$ cat config.mk
export PLATFORM = sky130hd
export DESIGN_NAME = pipe_hazard_ctrl
export DESIGN_NICKNAME = d
export VERILOG_FILES = /design/src/rtl/pipe_hazard_ctrl.sv
export SDC_FILE = /design/constraint.sdc
export NUM_CORES = 1
export LEC_CHECK = 0
export CORE_MARGIN = 1.5
export CORE_UTILIZATION = 35
export DETAILED_ROUTE_END_ITERATION = 12
export GPL_ROUTABILITY_DRIVEN = 1
export PLACE_DENSITY = 0.7
export RECOVER_POWER = 50
export SYNTH_ARGS = -nofsm -noshare
export SYNTH_HDL_FRONTEND = slang
export SYNTH_SLANG_ARGS = --single-unit
$ cat constraint.sdc
create_clock -name clk -period 6.22 [get_ports clk]
set_clock_uncertainty 0.2 [all_clocks]
set_input_delay 0.933 -clock clk [delete_from_list [all_inputs] [get_ports clk]]
set_output_delay 0.933 -clock clk [all_outputs]
set_load 0.03 [all_outputs]
$ cat src/rtl/pipe_hazard_ctrl.sv
// Pipeline hazard controller: load-use bubbles, taken-branch flushes and a
// multi-cycle mul/div wait that freezes the front of the pipeline.
module pipe_hazard_ctrl #(
    parameter int MD_LAT = 32  // mul/div latency in cycles, legal 2..63
) (
    input  logic        clk,
    input  logic        rst,
    input  logic [4:0]  ID_RsAddr,
    input  logic [4:0]  ID_RtAddr,
    input  logic        ID_UsesRt,
    input  logic        EX_MemRead,
    input  logic [4:0]  EX_RtAddr,
    input  logic        EX_MdStart,
    input  logic        BranchTaken,
    output logic        PC_En,
    output logic        IFID_En,
    output logic        IFID_Clr,
    output logic        IDEX_En,
    output logic        IDEX_Clr,
    output logic        MdBusy,
    output logic        MdDone,
    output logic [15:0] StallCnt
);

    typedef enum logic {
        RUN     = 1'b0,
        MD_WAIT = 1'b1
    } mdState_t;

    // The EX_MdStart cycle is the first stall cycle, so the wait state covers
    // the remaining MD_LAT-1 cycles.
    localparam logic [5:0] MdInit = 6'(MD_LAT - 1);

    mdState_t   state;
    mdState_t   nextState;
    logic [5:0] mdCnt;
    logic       loadUse;
    logic       mdLast;
    logic       mdLaunch;

    assign loadUse = EX_MemRead && (EX_RtAddr != 5'd0) &&
                     ((EX_RtAddr == ID_RsAddr) ||
                      (ID_UsesRt && (EX_RtAddr == ID_RtAddr)));

    assign mdLaunch = (state == RUN) && !BranchTaken && EX_MdStart;
    assign mdLast   = (state == MD_WAIT) && (mdCnt <= 6'd1);
    assign MdBusy   = (state == MD_WAIT);

    // NOTE: every clocked process uses non-blocking assignments so that all
    // registers sample the values from before the edge, independent of order.
    always_ff @(posedge clk or negedge rst) begin
        if (!rst) begin
            state <= RUN;
        end else begin
            state <= nextState;
        end
    end

    // NOTE: each combinational process assigns defaults first so that no path
    // leaves an output unassigned and no latch is inferred.
    always_comb begin
        nextState = state;
        unique case (state)
            RUN:     if (mdLaunch) nextState = MD_WAIT;
            MD_WAIT: if (mdLast)   nextState = RUN;
            default: nextState = RUN;
        endcase
    end

    // Clr always comes with En=1 so the clear wins at the pipeline register.
    always_comb begin
        PC_En    = 1'b1;
        IFID_En  = 1'b1;
        IFID_Clr = 1'b0;
        IDEX_En  = 1'b1;
        IDEX_Clr = 1'b0;
        unique case (state)
            RUN: begin
                if (BranchTaken) begin
                    IFID_Clr = 1'b1;
                    IDEX_Clr = 1'b1;
                end else if (EX_MdStart) begin
                    PC_En   = 1'b0;
                    IFID_En = 1'b0;
                    IDEX_En = 1'b0;
                end else if (loadUse) begin
                    PC_En    = 1'b0;
                    IFID_En  = 1'b0;
                    IDEX_Clr = 1'b1;
                end
            end
            MD_WAIT: begin
                PC_En   = 1'b0;
                IFID_En = 1'b0;
                IDEX_En = 1'b0;
            end
            default: ;
        endcase
    end

    always_ff @(posedge clk or negedge rst) begin
        if (!rst) begin
            mdCnt <= 6'd0;
        end else if (mdLaunch) begin
            mdCnt <= MdInit;
        end else if (state == MD_WAIT) begin
            mdCnt <= mdCnt - 6'd1;
        end
    end

    // Registered pulse, visible on the first RUN cycle after the wait.
    always_ff @(posedge clk or negedge rst) begin
        if (!rst) begin
            MdDone <= 1'b0;
        end else begin
            MdDone <= mdLast;
        end
    end

    always_ff @(posedge clk or negedge rst) begin
        if (!rst) begin
            StallCnt <= 16'd0;
        end else if (!PC_En && (StallCnt != 16'hFFFF)) begin
            StallCnt <= StallCnt + 16'd1;
        end
    end

endmodule

# == After elaboration in Yosys (flattened, before gate mapping) ==
# Cells that the tools add are included.
# totals
out_inout_bits,23
regBits,24
# op_classes
magnitude_cmp,1
bitwise_logic,1
muxes,18
n_addsub,2
eq_ne,3
reduce_logical,12
# op_table
cell,count
"16-bit by 1-bit adder with 16-bit output, second input constant",1
"16-bit inequality test, second input constant",1
1-bit two-way mux,13
6-bit two-way mux,2
5-bit == test,2
1-bit logical AND,7
"6-bit by 1-bit <= comparator with 1-bit output, second input constant",1
1-bit one-hot mux with 2 select lines,3
"6-bit by 1-bit subtractor with 6-bit output, second input constant",1
5-bit nonzero test,1
1-bit logical NOT,2
2-bit nonzero test,1
1-bit logical OR,1
1-bit NOT,1

# == Logic depth before layout (Yosys ltp) ==
# depth
ltp_word,10
mapped_depth,8
ltp_nobuf,7

# == Worst setup path after synthesis ==
# OpenSTA, ideal clock, no wires.
# synth_timing
path_type,in2out
startpoint,input BranchTaken
endpoint,output PC_En
arrival_ns,2.243
n_path_buf,2
cell_stages,5
slack_ns,2.844
cell_sequence,nand2b_1 nor2b_1 clkbuf_1 o31a_1 buf_4
# synth_between
elab_chain_cells,2
# synth_lines
item,line,rtl
start: declaration,14,"input logic BranchTaken,"
1-bit two-way mux,n/a,
1-bit one-hot mux with 2 select lines,n/a,
end: declaration,15,"output logic PC_En,"
# Every way passes these cells.

# == Final worst setup path ==
# layout_timing
startpoint,input BranchTaken
endpoint,output PC_En
# layout_between
elab_chain_cells,2
# layout_lines
item,line,rtl
1-bit two-way mux,79,if (BranchTaken) begin
1-bit one-hot mux with 2 select lines,77,unique case (state)
# Every way passes these cells.

==> flow_summary.ini <==
[run_status]
status = finished, final reports clean

[layout]
syn_to_final_growth_pct = 38.9
fin_nets = 198
utilization_pct = 50.9
diodes = 0
drive_gt1_share_pct = 11.6
final_cells = 221
finish.instance_area_sq_um = 1880

[placed_design]
post-dp-hpwl_mm = 2.32
place_inst = 217
placed_area_sq_um = 1810
place_congestion = 0.790
pre_cts_slack_ps = 2050
port_buffers = 43

[route]
first_pass_iters = 4
route.final.wire_length_mm = 2.99
drtIter0Drc = 56
ant_nets = 0
wl_per_cell_um = 13.5
dr_total_vias = 1097
drc_errors = 0
via_per_inst = 4.96

[clock_tree]
cts_max_level = 1
cts_hold_buffers = 0
cts_root_buf = clkbuf_8
postCtsSetupRepairBufs = 0
clock-sinks = 24
cts.clk_slew.worst_paths_ps = 90
post_cts_resized = 0
cts_tree = yes
clock_latency_ps = 270
cts_buffers = 3
clk_path_buf_depth = 2

[global_route]
antenna_found_initial = 0
track_usage_pct = 14.4
grt_pass1_wl_mm = 4.77
grt_max_degree = 25
grt.overflow.total = 0
grt_pass1_vias = 1066

[critical_path]
crit_chain = dlygate4sd3_1 > nand2b_1 > nor2b_1 > o31a_1 > clkdlybuf4s50_1
reg2reg_slack_ps = 3900
critPathArrivalTime_ps = 3070
worst_ep_required_time_ps = 5090
r2r_end = StallCnt[1]
worstPathMaxFanout = 7
critPathLaunchType = input pin
worstReg2RegStart = StallCnt[0]
slowest_delay_ps = 690
critPathKind = in -> out
worst-r2r-cell-count = 6
crit_slowest_cell = clkdlybuf4s50_1
cp-end-kind = output port

[timing]
setup_violations = 0
fin_ws_ps = 2010
worst_pin_slew_ps = 1090
finalCritPeriodShare_pct = 67.6
finalSetupTns_ps = 0
slew_headroom_pct = 27.2
slew_viol_final = 0
hold_viol_final = 0
fin_crit_ps = 4210
fmaxAchievable_mhz = 238
rsz0062_at_grt = no
hold_slack_ps = 280

[floorplan]
initial_core_util_pct = 36.7
die_height_um = 65.2
fp.dieW_um = 65.2
num_io_pins = 44
die_area_sq_um = 4250
row_count = 22
core-area_sq_um = 3690

[synthesis]
synth.distinct_cells = 39
synth_area_leaders = dfrtp_1, xor2_1, nor2_2, ha_1, nor2_1
synth_top_area_share_pct = 44.4
yosysSeqAreaShare_pct = 44.4
yosysTopAreaCell = dfrtp_1
synth.cell_area_sq_um = 1350
ys_seq_elements = 24
synthesis.nets = 154
syn_inst = 130
synth_warnings = 0
synth.avg_cell_area_sq_um = 10.4

[run]
drv_cap = 0

[hold_path]
hold_class = reg -> reg
whs_endpoint = MdDone
hold_path_depth = 1
worstHoldStart = mdCnt[5]

[pwr]
power_density_nw_per_um2 = 402
p_leak_nw = 0.825
finalPower_mw = 0.756
peakVddDrop_uv = 257
==> cells in the mapped netlist (all sizes together) <==
library cell  number
and4               2
nor3               7
xnor2              3
o21ai              2
o21a               2
nor4               1
o31a               1
buf                2
a22oi              1
ha                 3
dfrtp             24
a211oi             1
nor2b              3
or4                1
nand2              6
nand2b             2
nor3b              1
a311o              1
nand3              4
clkbuf             2
nand4              1
or3                1
a21oi              2
xor2              21
mux2               1
nand4b             1
and3               4
inv                5
nor2              19
a31o               1
a31oi              1
mux2i              3
a32oi              1
==> layout by cell type, fill, tap and decap left out, drive strengths merged, types with 4 or more instances in the layout <==
| cell type | n |
|---|---|
| inv | 5 |
| and3 | 4 |
| nor3 | 7 |
| nor2 | 19 |
| nand2 | 6 |
| nand3 | 4 |
| dfrtp | 24 |
| dlygate4sd3 | 5 |
| xor2 | 21 |
| clkdlybuf4s50 | 38 |
==> how the worst max path moves through the flow <==
stage	startpoint	to	slack (ps)	depth (start not counted)
CTS	EX_RtAddr[1]	IFID_En	2040	6
finish	BranchTaken	PC_En	2010	5
detailed placement	EX_RtAddr[1]	IFID_En	2050	5
global placement	EX_RtAddr[1]	PC_En	2090	5
floorplan	BranchTaken	PC_En	2840	5
global route	BranchTaken	IFID_En	1850	5
==> critical path, delay by kind of cell <==
| kind | cells | cell delay (ps) |
|---|---|---|
| compound gates | 1 | 290 |
| simple gates | 2 | 560 |
| buf+inv | 2 | 1300 |
==> routing by layer <==
layer	vias up	global-route usage, %	wire [um]
li1	526	-	-
met1	539	18.7	1280
met3	0	3.60	145
met2	32	25.4	1570
met4	0	0.781	0
met5	-	0	0
==> sequential cells by signal, summed over array words and instances, names as in the netlist <==
register,count
MdBusy,1
mdCnt,6
MdDone,1
StallCnt,16
==> cell type report <==
type / instances / area [sq um]
multi-input combinational: 97 / 698
tap: 48 / 60.1
timing repair buffer: 43 / 430
clock buffer: 3 / 41.3
inverter: 5 / 18.8
fill: 359 / 1810
clock inverter: 1 / 30.0
sequential: 24 / 601
==> power breakdown <==
group          leakage, nW  switching (mW)  internal (mW)  total, mW
combinational        0.504           0.192          0.156      0.348
clock               0.0357          0.0493         0.0860      0.135
sequential           0.285          0.0604          0.212      0.273
total                0.825           0.302          0.454      0.756
==> logic make-up (layout without fill, tap and decap cells) <==
logic type / Yosys count / after routing / synth area share, %
AOI/OAI and AO/OA: 13 / 13 / 7.68
xor gates and xnor gates: 24 / 24 / 16.1
adders and majority gates: 3 / 3 / 2.78
buffers and inverters: 9 / 52 / 3.98
DFF: 24 / 24 / 44.4
muxes: 4 / 4 / 3.05
and+or+nand+nor: 53 / 53 / 22.0
(Power assumes the default switching activity.)
